--- src/rtl/afe_ro_cfg_arbiter.sv ---
// Round-robin arbiter that shares the AFE configuration port between NUM_REQ requesters.
// The grant is held for a whole transaction; a watchdog aborts transfers the AFE never acknowledges.
module afe_ro_cfg_arbiter #(
  parameter int NUM_REQ        = 2,
  parameter int TIMEOUT_CYCLES = 256
) (
  input  logic                   clk_i,
  input  logic                   rst_ni,
  input  logic [NUM_REQ-1:0]     req_valid_i,
  input  logic [NUM_REQ*11-1:0]  req_addr_i,
  input  logic [NUM_REQ*32-1:0]  req_wdata_i,
  input  logic [NUM_REQ-1:0]     req_rwn_i,
  output logic [NUM_REQ-1:0]     req_ready_o,
  output logic [31:0]            req_rdata_o,
  output logic [NUM_REQ-1:0]     req_err_o,
  output logic [10:0]            cfg_addr_o,
  output logic [31:0]            cfg_wdata_o,
  output logic                   cfg_rwn_o,
  output logic                   cfg_valid_o,
  input  logic                   cfg_ready_i,
  input  logic [31:0]            cfg_rdata_i,
  output logic                   busy_o,
  output logic [NUM_REQ-1:0]     grant_o
);

  localparam int PW = $clog2(NUM_REQ);
  localparam int CW = (TIMEOUT_CYCLES > 0) ? $clog2(TIMEOUT_CYCLES + 1) : 1;

  localparam logic [0:0] S_IDLE = 1'b0;
  localparam logic [0:0] S_BUSY = 1'b1;

  localparam logic          TMO_EN   = (TIMEOUT_CYCLES > 0);
  localparam logic [CW-1:0] CNT_LAST = CW'((TIMEOUT_CYCLES > 0) ? (TIMEOUT_CYCLES - 1) : 0);
  localparam logic [CW-1:0] CNT_MAX  = {CW{1'b1}};
  localparam logic [PW-1:0] PTR_LAST = PW'(NUM_REQ - 1);

  logic [0:0]         state_q, state_d;
  logic [NUM_REQ-1:0] grant_q, grant_d;
  logic [PW-1:0]      ptr_q, ptr_d;
  logic [CW-1:0]      cnt_q, cnt_d;

  logic [NUM_REQ-1:0] hi_mask_s;
  logic [NUM_REQ-1:0] pick_s;
  logic [NUM_REQ-1:0] arb_grant_s;
  logic [PW-1:0]      gidx_s;
  logic [PW-1:0]      ptr_next_s;
  logic               busy_s;
  logic               gv_s;
  logic               tmo_hit_s;
  logic               abort_s;
  logic               done_s;

  assign busy_s    = (state_q == S_BUSY);
  assign gv_s      = |(req_valid_i & grant_q);
  assign tmo_hit_s = TMO_EN & (cnt_q == CNT_LAST);
  assign abort_s   = busy_s & gv_s & tmo_hit_s;

  // Requesters at or above the pointer take priority; otherwise wrap to the lowest index.
  always_comb begin
    hi_mask_s = '0;
    for (int i = 0; i < NUM_REQ; i++) begin
      hi_mask_s[i] = (PW'(i) >= ptr_q);
    end
    if (|(req_valid_i & hi_mask_s)) begin
      pick_s = req_valid_i & hi_mask_s;
    end else begin
      pick_s = req_valid_i;
    end
    arb_grant_s = pick_s & (~pick_s + NUM_REQ'(1));
  end

  // Encode the one-hot grant and compute the pointer used after a completion.
  always_comb begin
    gidx_s = '0;
    for (int i = 0; i < NUM_REQ; i++) begin
      if (grant_q[i]) begin
        gidx_s = PW'(i);
      end else begin
        gidx_s = gidx_s;
      end
    end
    if (gidx_s == PTR_LAST) begin
      ptr_next_s = '0;
    end else begin
      ptr_next_s = gidx_s + PW'(1);
    end
  end

  // Route the granted requester onto the config port; all zero while no grant is held.
  always_comb begin
    cfg_addr_o  = 11'h000;
    cfg_wdata_o = 32'h0000_0000;
    cfg_rwn_o   = 1'b0;
    for (int i = 0; i < NUM_REQ; i++) begin
      if (grant_q[i]) begin
        cfg_addr_o  = req_addr_i[i*11 +: 11];
        cfg_wdata_o = req_wdata_i[i*32 +: 32];
        cfg_rwn_o   = req_rwn_i[i];
      end else begin
        cfg_rwn_o   = cfg_rwn_o;
      end
    end
  end

  // The abort cycle masks the request, so a late cfg_ready_i cannot complete a transfer.
  assign cfg_valid_o = busy_s & gv_s & ~tmo_hit_s;
  assign done_s      = cfg_valid_o & cfg_ready_i;
  assign req_ready_o = grant_q & {NUM_REQ{done_s | abort_s}};
  assign req_err_o   = grant_q & {NUM_REQ{abort_s}};
  assign req_rdata_o = done_s ? cfg_rdata_i : 32'h0000_0000;
  assign busy_o      = busy_s;
  assign grant_o     = grant_q;

  // Next-state logic for the IDLE/BUSY controller, pointer and watchdog counter.
  always_comb begin
    state_d = state_q;
    grant_d = grant_q;
    ptr_d   = ptr_q;
    cnt_d   = cnt_q;
    case (state_q)
      S_IDLE: begin
        cnt_d = '0;
        if (|req_valid_i) begin
          state_d = S_BUSY;
          grant_d = arb_grant_s;
        end else begin
          state_d = S_IDLE;
          grant_d = '0;
        end
      end
      S_BUSY: begin
        if (done_s || abort_s) begin
          state_d = S_IDLE;
          grant_d = '0;
          ptr_d   = ptr_next_s;
          cnt_d   = '0;
        end else if (!gv_s) begin
          // Requester withdrew mid-transaction: it keeps its turn.
          state_d = S_IDLE;
          grant_d = '0;
          cnt_d   = '0;
        end else if (cnt_q != CNT_MAX) begin
          cnt_d = cnt_q + CW'(1);
        end else begin
          cnt_d = cnt_q;
        end
      end
      default: begin
        state_d = S_IDLE;
        grant_d = '0;
        ptr_d   = '0;
        cnt_d   = '0;
      end
    endcase
  end

  // State registers.
  always_ff @(posedge clk_i or negedge rst_ni) begin
    if (!rst_ni) begin
      state_q <= S_IDLE;
      grant_q <= '0;
      ptr_q   <= '0;
      cnt_q   <= '0;
    end else begin
      state_q <= state_d;
      grant_q <= grant_d;
      ptr_q   <= ptr_d;
      cnt_q   <= cnt_d;
    end
  end

endmodule

--- config.mk ---
export PLATFORM = sky130hd
export DESIGN_NAME = afe_ro_cfg_arbiter
export DESIGN_NICKNAME = d
export VERILOG_FILES = /design/src/rtl/afe_ro_cfg_arbiter.sv
export SDC_FILE = /design/constraint.sdc
export NUM_CORES = 1
export LEC_CHECK = 0
export BUFFER_PORTS_ARGS = -buffer_cell sky130_fd_sc_hd__clkbuf_2
export CORE_AREA = 2 2 80 82
export DETAILED_ROUTE_END_ITERATION = 8
export DIE_AREA = 0 0 82 84
export PLACE_DENSITY_LB_ADDON = 0.1
export SLEW_MARGIN = 10
export SYNTH_ARGS = -nofsm -noshare
export SYNTH_HDL_FRONTEND = slang
export SYNTH_SLANG_ARGS = --single-unit
--- constraint.sdc ---
create_clock -name clk_i -period 2.5 [get_ports clk_i]
set_input_delay 0.375 -clock clk_i [delete_from_list [all_inputs] [get_ports clk_i]]
set_output_delay 0.375 -clock clk_i [all_outputs]
set_load 0.005 [all_outputs]
==> metrics.md, run 1 <==
| Metric | Value |
|---|---|
| Status | finished, final reports clean |
| Detail Route Antenna Nets | 0 |
| Non-filler instance count after layout | 447 |
| Mapped Cells | 169 |
| Reg-to-Reg Start | cnt_q[0]$_DFFE_PN0P_ |
| Synth top area share | about a quarter |
| Final Setup Violations | 0 |
| Pins Over Slew Limit | 0 |
| Clk root buf | clkbuf_8 |
| Synth area leader | a22o_1 |
| Post-Place Cell Area | 0.00247 mm^2 |
| Worst path cell trace | ha_2 -> nand3_1 -> nor2_1 -> ha_2 -> nor3b_4 -> buf_4 -> buf_6 -> and3_1 -> clkbuf_2 |
| Peak Freq | between 400 and 500 MHz |
| Die Span X | approximately 80 um |
| CTS buffer count | 3 |
| Critical path class | reg -> out |
| Least-Margin Pin Slew | 445 ps |
| Largest delay share family, worst path | simple AND/OR/NAND/NOR gates |
| Io pins | 209 |
| Crit path largest cell delay | around 400 ps |
| Initial Utilization | 22.9% |
| Wirelength, routed | a little under 7 mm |
| Worst slew margin | 70.0% |
| Fin Setup TNS | 0 ps |
| Synth unique cells | 30 |
| DR DRC count | 0 |
| Worst reg2reg setup slack | 560 ps |
| CTS Hold Bufs | 0 |
| Vias per cell | 4.65 |
| Async set-reset flop share out of synthesis | 100% |
| Leakage | roughly 1.6 nW |
| Syn avg cell area | around 8.3 um^2 |
| FILL cells | between 600 and 700 |
| Post-synthesis cell area | ~0.0014 mm^2 |
| Cell Pwr Density | roughly 440 mW/mm^2 |
| First-pass GRT wire length | roughly 9.7 mm |
| R2r endpoint | cnt_q[5]$_DFFE_PN0P_ |
| Top post-synthesis cells by area | a22o_1 (26%), dfrtp_1 (23%), and3_1 (15%) |
| Vias | about 2,100 |
| Ratio of cells with drive above 1 in the final layout | 63.5% |
| Clock transition at the registers of the reported paths | 60 ps |
| Req. time, crit path | 2120 ps |
| FP Rows | 29 |
| Number of enable flip-flop cells after synthesis | 0 |
| Syn_nets | between 200 and 300 |
| Worst path slowest cell | dfrtp_1 |
| RSZ-0062 raised after global routing | false |
| Clk buf depth | 2 |
| Number of synthesis warnings | 0 |
| Routability-driven placement congestion ratio | between 0.8 and 0.9 |
| Area Overhead vs Synth | 83.9% |
| Post-route clock period utilization | between 90 and 100% |
| Most frequent cell after synthesis | a22o_1 |
| CTS sink count | 13 |
| Min Hold Slack | around 11 ps |
| Latest clock arrival within the worst-skew pair | ~250 ps |
| Initial DRC Count | 96 |
| H-tree levels | 1 |
| Synth Register Bits | 13 |
| Remaining Overflow, GRT | 0 |
| Placed cell count | approximately 440 |
| Max Fanout on Critical Path | 8 |
| Max-cap viol count | 0 |
| Pwr Total | about 0.0011 W |
| Maximum vdd drop | roughly 0.27 mV |
| Most common flop cell mapped by yosys | dfrtp_1 |
| Minimum clock period | between 2000 and 2500 ps |
| Die footprint | between 0.006 and 0.007 mm^2 |
| WP data arrival | ~2000 ps |
| Nets@finish | between 400 and 500 |
| GRT Overall Usage | around 18% |
| Critical path's most frequent cell | ha_2 |
| Hold Vio Cnt, Final | 0 |
| Worst Path Buf+Inv | 3 |
| Critical path startpoint category | flop |
| Vias in the first global route | around 1,800 |
| Largest net degree at the start of global routing | between 40 and 50 |
| Cells on worst reg2reg path | 7 |
| Hold/Removal Path Class | in -> async |
| Worst Setup End Kind | primary output |
| Hpwl dp | 5.70 mm |
| Initial antenna violation count | 0 |
| DIE HEIGHT | between 80 and 90 um |
| Seq/Total Area, Yosys | about a quarter |
| DRT Pass-1 Iters | 4 |
| Post-route cell area | 0.00257 mm^2 |
| Ant. Diodes | 0 |
| CTS tree | built |
| Port-buffer cells | approximately 210 |
| Commonest cells in the netlist | a22o_1 (42), and3_1 (34), dfrtp_1 (13) |
| DR WL/cell | 15.5 um |
| Core area | slightly above 0.006 mm^2 |
| Setup Skew | about 4.8 ps |
[through the flow]
step	util, %	setup WS (ps)
after floorplan	-	481
after global placement	40.5	386
after detailed placement	40.5	334
after CTS	41.3	60.9
after global routing	42.2	20.1
final	42.2	152
[layout make-up]
type | instances | area (um^2) | area share, %
Timing Repair Buffer | 216 | 1110 | 43.1
Tap cell | 77 | 96.3 | 3.75
Clock buffer | 3 | 41.3 | 1.61
Sequential cell | 13 | 325 | 12.6
Multi-Input combinational cell | 134 | 983 | 38.2
Inverter | 3 | 11.3 | 0.438
Clock inverter | 1 | 5.00 | 0.195
[how the worst max path moves through the flow]
| stage | endpoint | slack, ps | from | cells after the start |
|---|---|---|---|---|
| finish | req_rdata_o[13] | 150 | cnt_q[0]$_DFFE_PN0P_ | 9 |
| global route | req_ready_o[1] | 20 | cnt_q[0]$_DFFE_PN0P_ | 7 |
| CTS | req_rdata_o[12] | 60 | cnt_q[0]$_DFFE_PN0P_ | 8 |
| detailed placement | req_rdata_o[12] | 330 | cnt_q[0]$_DFFE_PN0P_ | 8 |
| global placement | req_rdata_o[20] | 390 | cnt_q[0]$_DFFE_PN0P_ | 8 |
| floorplan | req_rdata_o[10] | 480 | cnt_q[0]$_DFFE_PN0P_ | 7 |
[worst reg2reg max path: stages (launching register included)]
cell	delay (ps)
dfrtp_1	400
ha_2	210
nand3_1	80
nor2_1	60
ha_1	280
nand4b_1	320
or3_1	390
a21oi_2	140
[timing repair]
item | 4_1_cts | 5_1_grt
buffers inserted | 0 | 2
gates resized for setup | 0 | 10
setup endpoints to repair | 0 | 32
[registers in the layout, indices dropped and copies added (netlist names)]
register	count
cnt_q	9
busy_o	1
grant_o	2
ptr_q	1
[kinds of logic (layout without fill, tap and decap cells)]
logic type / count (synthesis) / count (layout) / share of synthesized area (%)
AOI/OAI and AO/OA: 58 / 58 / 33.5
xor gates and xnor gates: 4 / 4 / 2.50
adders and majority gates: 3 / 3 / 2.68
buffers and inverters: 22 / 223 / 7.42
DFF: 13 / 13 / 23.3
muxes: 1 / 1 / 0.716
and+or+nand+nor: 68 / 68 / 29.9
[layout by cell type (no fill, tap or decap), types with 4 or more instances in the layout]
cell / Yosys / routed
clkbuf_2: 0 / 208
a22o_1: 42 / 42
and3_1: 34 / 34
dfrtp_1: 13 / 13
o21ai_0: 10 / 10
nor2_2: 6 / 7
nand2_1: 6 / 6
buf_4: 2 / 4
[report_power, final]
group / switching, W / internal, W / total (W)
logic: 0.000322 / 0.000352 / 0.000673
clock network: 0.0000772 / 0.000110 / 0.000187
registers: 0.0000283 / 0.000230 / 0.000258
total: 0.000427 / 0.000692 / 0.00112
[metal layers]
layer / share of wire [%] / vias to the layer above / global-route usage (%)
li1: - / 1049 / -
met1: 39 / 948 / 21.9
met2: 51 / 76 / 32.6
met3: 9.0 / 7 / 4.55
met4: 0.95 / 0 / 3.48
met5: 0 / - / 0
(Power assumes the default switching activity.)
==> run 2, diff against run 1 <==
CTS_BUF_LIST = sky130_fd_sc_hd__clkbuf_16   (was unset)
==> run 2 against run 1 <==
- die area unchanged
- hold slack improved by 10 ps
- sequential power about the same
- clock power increased by 58%
- critical path depth unchanged
- non-clock buffer count unchanged
- global-route usage decreased by 0.42 points
- critical endpoint unchanged
- routed wire length decreased by 0.16%
- final area increased by 1.2%
==> metrics.md, run 2 (synthesis gave the netlist of run 1 again) <==
| Metric | Value |
|---|---|
| GR peak layer | met2 |
| Crit path largest cell delay | 390 ps (about the same) |
| Vias | 2,091 (+0.53%) |
| Hold/Removal Path Class | in -> async |
| Worst path slowest cell | dfrtp_1 |
| Req. time, crit path | 2120 ps (about the same) |
| Met2 Usage GRT | 32.0% (-0.59 points) |
| Pwr Total | 0.00123 W (+9.8%) |
| Max-cap viol count | 0 (unchanged) |
| H-tree levels | 1 (unchanged) |
| Peak Freq | 420 MHz (-1.3%) |
| Ratio of cells with drive above 1 in the final layout | 63.2% (-0.27 points) |
| Critical path class | reg -> out |
| Worst Path Buf+Inv | 3 (unchanged) |
| DR DRC count | 0 (unchanged) |
| Wirelength, routed | 6.91 mm (-0.16%) |
| Area Overhead vs Synth | 86.1% |
| CTS sink count | 13 (unchanged) |
| DRT Pass-1 Iters | 4 (unchanged) |
| Setup Skew | 2.16 ps (-2.67 ps) |
| RSZ-0062 raised after global routing | false |
| Remaining Overflow, GRT | 0 (unchanged) |
| Cells on worst reg2reg path | 7 (unchanged) |
| Initial DRC Count | 92 (-4.2%) |
| Latest clock arrival within the worst-skew pair | 240 ps (about the same) |
| Vias in the first global route | 1,805 (-1.6%) |
| WP data arrival | 2000 ps (+30 ps) |
| Io pins | 209 (unchanged) |
| Core area | 0.00610 mm^2 (unchanged) |
| First-pass GRT wire length | 9.58 mm (-1.3%) |
| Initial Utilization | 22.9% (unchanged) |
| Routability-driven placement congestion ratio | 0.831 (unchanged) |
| Largest net degree at the start of global routing | 45 (unchanged) |
| Pins Over Slew Limit | 0 (unchanged) |
| Worst slew margin | 70.0% (about the same) |
| Leakage | 1.62 nW (+1.2%) |
| Final Setup Violations | 0 (unchanged) |
| R2r endpoint | cnt_q[5]$_DFFE_PN0P_ |
| Fin Setup TNS | 0 ps (unchanged) |
| Clock transition at the registers of the reported paths | 40 ps (-20 ps) |
| GRT Overall Usage | 17.9% (-0.42 points) |
| Post-route clock period utilization | 95.2% (+1.2 points) |
| Met3 Usage GRT | 4.22% (-0.32 points) |
| Die Span X | 82 um (unchanged) |
| CTS tree | built |
| DR WL/cell | 15.5 um (-0.16%) |
| Die footprint | 0.00689 mm^2 (unchanged) |
| Worst path cell trace | ha_1 -> nand3_1 -> nor2_1 -> ha_2 -> nor3b_4 -> buf_4 -> buf_6 -> and3_1 -> clkbuf_2 |
| Cell Pwr Density | 472 mW/mm^2 (+8.5%) |
| Port-buffer cells | 208 (unchanged) |
| CTS Hold Bufs | 0 (unchanged) |
| Clk buf depth | 2 (unchanged) |
| Worst Setup End Kind | primary output |
| CTS buffer count | 3 (unchanged) |
| Maximum vdd drop | 0.337 mV (+24%) |
| Clk root buf | clkbuf_16 |
| Critical path startpoint category | flop |
| Number of flip-flops in the largest register | 9 (unchanged) |
| DIE HEIGHT | 84 um (unchanged) |
| Initial antenna violation count | 0 (unchanged) |
| Min Hold Slack | 20.8 ps (+10.1 ps) |
| Nets@finish | 499 (unchanged) |
| Status | finished, final reports clean |
| GR Util met1 | 21.7% (-0.13 points) |
| Detail Route Antenna Nets | 0 (unchanged) |
| FP Rows | 29 (unchanged) |
| Hold Vio Cnt, Final | 0 (unchanged) |
| Reg with most FFs | cnt_q |
| Hpwl dp | 5.70 mm (unchanged) |
| Max Fanout on Critical Path | 8 (unchanged) |
| Ant. Diodes | 0 (unchanged) |
| Vias per cell | 4.68 (+0.53%) |
| Least-Margin Pin Slew | 446 ps (+0.292 ps) |
| Commonest non-fill, non-tap cell in the layout | clkbuf_2 |
| Minimum clock period | 2380 ps (+30.9 ps) |
| Worst reg2reg setup slack | 530 ps (-30 ps) |
| Largest delay share family, worst path | simple AND/OR/NAND/NOR gates |
| Reg-to-Reg Start | cnt_q[0]$_DFFE_PN0P_ |
| Most frequent cells in the layout | clkbuf_2 (208), a22o_1 (42), and3_1 (34) |
## run 2: through the flow
| step | setup slack, ps | instance area [um^2] | utilization (%) | cells |
|---|---|---|---|---|
| floorplan | 481 | 1400 | - | 169 |
| CTS | 74.2 | 2550 | 41.8 | 442 |
| global route | 1.99 | 2600 | 42.7 | 447 |
| finish | 121 | 2600 | 42.7 | 447 |
| detailed placement | 334 | 2470 | 40.5 | 438 |
| global placement | 386 | 2470 | 40.5 | 438 |
## run 2: layout make-up
class	count	area [um^2]
clock inverter	1	5.00
fill	664	3490
sequential	13	325
tap	77	96.3
multi-input combinational	134	981
clock buffer	3	75.1
inverter	3	11.3
timing repair buffer	216	1110
## run 2: where the power goes
part,internal [W],switching [W],total [W],leakage (nW)
clock network,0.000212,0.0000832,0.000295,0.0409
registers,0.000231,0.0000281,0.000259,0.176
logic,0.000352,0.000323,0.000675,1.40
total,0.000795,0.000434,0.00123,1.62
## run 2: worst max path at each step
stage | cells past startpoint | slack (ps) | start | to
finish | 9 | 120 | cnt_q[0]$_DFFE_PN0P_ | req_rdata_o[13]
global route | 9 | 2 | cnt_q[0]$_DFFE_PN0P_ | req_rdata_o[29]
CTS | 8 | 70 | cnt_q[0]$_DFFE_PN0P_ | req_rdata_o[12]
detailed placement | 8 | 330 | cnt_q[0]$_DFFE_PN0P_ | req_rdata_o[12]
global placement | 8 | 390 | cnt_q[0]$_DFFE_PN0P_ | req_rdata_o[20]
floorplan | 7 | 480 | cnt_q[0]$_DFFE_PN0P_ | req_rdata_o[10]
## run 2: timing repair
item	CTS	global route
buffers inserted	0	2
setup endpoints to repair	0	32
resized for setup	0	9
## run 2: layer usage
metal,vias to the layer above,part of all wire [%]
li1,1047,-
met1,951,40
met2,87,51
met3,6,8.4
met4,0,0.83
met5,-,0
==> run 3, diff against run 2 <==
--- a/config.mk
+++ b/config.mk
@@ -11,4 +11,5 @@
 export DETAILED_ROUTE_END_ITERATION = 8
 export DIE_AREA = 0 0 82 84
+export HOLD_SLACK_MARGIN = 0.1
 export PLACE_DENSITY_LB_ADDON = 0.1
 export SLEW_MARGIN = 10
==> constraint.sdc (replaced) <==
create_clock -name clk_i -period 2.5 [get_ports clk_i]
set_input_delay 0 -clock clk_i [delete_from_list [all_inputs] [get_ports clk_i]]
set_output_delay 0 -clock clk_i [all_outputs]
set_load 0.005 [all_outputs]
==> run 3 against run 2 <==
- utilization decreased by 0.14 points
- clock skew is essentially flat
- highest routed layer unchanged
- first-iteration DRC count up 16%
- final cell count is the same
- maximum frequency is 16% higher
- final area shrank 0.34%
- sequential power decreased by 3%
- hold slack better by 180 ps
- global-route usage grew 0.41 points
==> metrics.md, run 3 (synthesis gave the netlist of run 1 again) <==
| Metric | Value |
|---|---|
| Leakage | 1.61 nW (-0.40%) |
| Register Area | 325 um^2 (unchanged) |
| Nets@finish | 499 (unchanged) |
| Latest clock arrival within the worst-skew pair | 240 ps (about the same) |
| Area occupied by multi-input gates | 972 um^2 (-0.89%) |
| RSZ-0062 raised after global routing | false |
| Final Setup Violations | 0 (unchanged) |
| Worst slew margin | 64.4% (-5.6 points) |
| Reg with most FFs | cnt_q |
| Critical path class | reg -> out |
| Max-cap viol count | 0 (unchanged) |
| FP Rows | 29 (unchanged) |
| Initial Utilization | 22.9% (unchanged) |
| Vias per cell | 4.65 (-0.57%) |
| Post-route clock period utilization | 81.9% (-13 points) |
| Peak Freq | 488 MHz (+16%) |
| Initial DRC Count | 107 (+16%) |
| DR WL/cell | 15.1 um (-2.0%) |
| GRT Overall Usage | 18.3% (+0.41 points) |
| CTS sink count | 13 (unchanged) |
| Worst Setup End Kind | primary output |
| FILL cells | 651 (-2.0%) |
| Status | finished, final reports clean |
| CTS tree | built |
| Most frequent cells in the layout | clkbuf_2 (208), a22o_1 (42), and3_1 (34) |
| Placed cell count | 439 (+0.23%) |
| Wirelength, routed | 6.77 mm (-2.0%) |
| Cts repair resizes | 0 (unchanged) |
| Final Util | 42.6% (-0.14 points) |
| DR DRC count | 0 (unchanged) |
| Largest net degree at the start of global routing | 43 (-4.4%) |
| Ant. Diodes | 0 (unchanged) |
| Ratio of cells with drive above 1 in the final layout | 61.6% (-1.6 points) |
| H-tree levels | 1 (unchanged) |
| Number of flip-flops in the largest register | 9 (unchanged) |
| Setup Skew | 2.23 ps (+0.0690 ps) |
| Core area | 0.00610 mm^2 (unchanged) |
| Max Fanout on Critical Path | 33 (+25) |
| Remaining Overflow, GRT | 0 (unchanged) |
| Non-filler instance count after layout | 447 (unchanged) |
| Initial antenna violation count | 0 (unchanged) |
| Die Span X | 82 um (unchanged) |
| Hpwl dp | 5.69 mm (about the same) |
| Die footprint | 0.00689 mm^2 (unchanged) |
| First-pass GRT wire length | 9.82 mm (+2.5%) |
| WP data arrival | 2050 ps (+50 ps) |
| Vias | 2,079 (-0.57%) |
| Cell Pwr Density | 466 mW/mm^2 (-1.4%) |
| Hold Vio Cnt, Final | 0 (unchanged) |
| Clk buf depth | 2 (unchanged) |
| Critical path startpoint category | flop |
| Minimum clock period | 2050 ps (-331 ps) |
| Req. time, crit path | 2500 ps (+380 ps) |
| Routability-driven placement congestion ratio | 0.761 (-8.4%) |
| Least-Margin Pin Slew | 528 ps (+82.4 ps) |
| Io pins | 209 (unchanged) |
| Post-CTS Setup Bufs | 0 (unchanged) |
| Fin Setup TNS | 0 ps (unchanged) |
| Clk root buf | clkbuf_16 |
| Vias in the first global route | 1,828 (+1.3%) |
| DIE HEIGHT | 84 um (unchanged) |
| Port-buffer cells | 208 (unchanged) |
| Pins Over Slew Limit | 0 (unchanged) |
| CTS buffer count | 3 (unchanged) |
| Hold/Removal Path Class | in -> async |
| Area Overhead vs Synth | 85.5% |
| Commonest non-fill, non-tap cell in the layout | clkbuf_2 |
| CTS Hold Bufs | 4 (+4) |
| Detail Route Antenna Nets | 0 (unchanged) |
| DRT Pass-1 Iters | 4 (unchanged) |
| Maximum vdd drop | 0.291 mV (-13%) |
| Clock transition at the registers of the reported paths | 40 ps (about the same) |
==> run 3: final timing paths <==
check	startpoint	end	slack, ps	cells after the start
min reg2reg	cnt_q[1]$_DFFE_PN0P_	cnt_q[1]$_DFFE_PN0P_	560	2
max in group asynchronous	rst_ni	grant_o[0]$_DFFE_PN0P_	2050	2
min in group clk_i	req_wdata_i[16]	cfg_wdata_o[16]	280	3
min	rst_ni	cnt_q[3]$_DFFE_PN0P_	200	2
max	cnt_q[0]$_DFFE_PN0P_	req_rdata_o[23]	450	8
max reg2reg	cnt_q[0]$_DFFE_PN0P_	grant_o[1]$_DFFE_PN0P_	540	6
==> run 3: final cells by class <==
| type | count | share of cell area (%) |
|---|---|---|
| timing repair buffer | 216 | 42.8 |
| clock inverter | 1 | 0.145 |
| sequential | 13 | 12.5 |
| multi-input combinational | 134 | 37.5 |
| inverter | 3 | 0.434 |
| tap | 77 | 3.71 |
| clock buffer | 3 | 2.89 |
==> run 3: metrics by stage <==
stage	setup slack (ps)	cell area, um^2	power, W	hold slack (ps)
global route	281	2590	0.00131	250
finish	452	2590	0.00121	202
floorplan	627	1400	0.000588	-296
detailed placement	541	2480	0.000916	-81.2
global placement	584	2480	0.000917	-83.7
CTS	443	2590	0.00123	223
==> run 3: power breakdown <==
part           internal [W]  switching, W
Combinational      0.000343      0.000321
Sequential         0.000231     0.0000207
Clock              0.000210     0.0000820
Total              0.000784      0.000424
==> run 3: worst max-delay path, stage by stage, from the launching register on <==
cell and delay [ps]:
dfrtp_1 400, ha_1 250, nand3_1 90, nor2_1 50, ha_1 240, nor3b_2 180
buf_4 270, and3_1 190, clkbuf_2 120
==> run 3: layer usage <==
| metal | wire length, um | track usage [%] | vias to the layer above |
|---|---|---|---|
| li1 | - | - | 1047 |
| met1 | 2900 | 23.8 | 953 |
| met2 | 3430 | 32.3 | 73 |
| met3 | 390 | 2.92 | 6 |
| met4 | 41 | 1.82 | 0 |
| met5 | 0 | 0 | - |
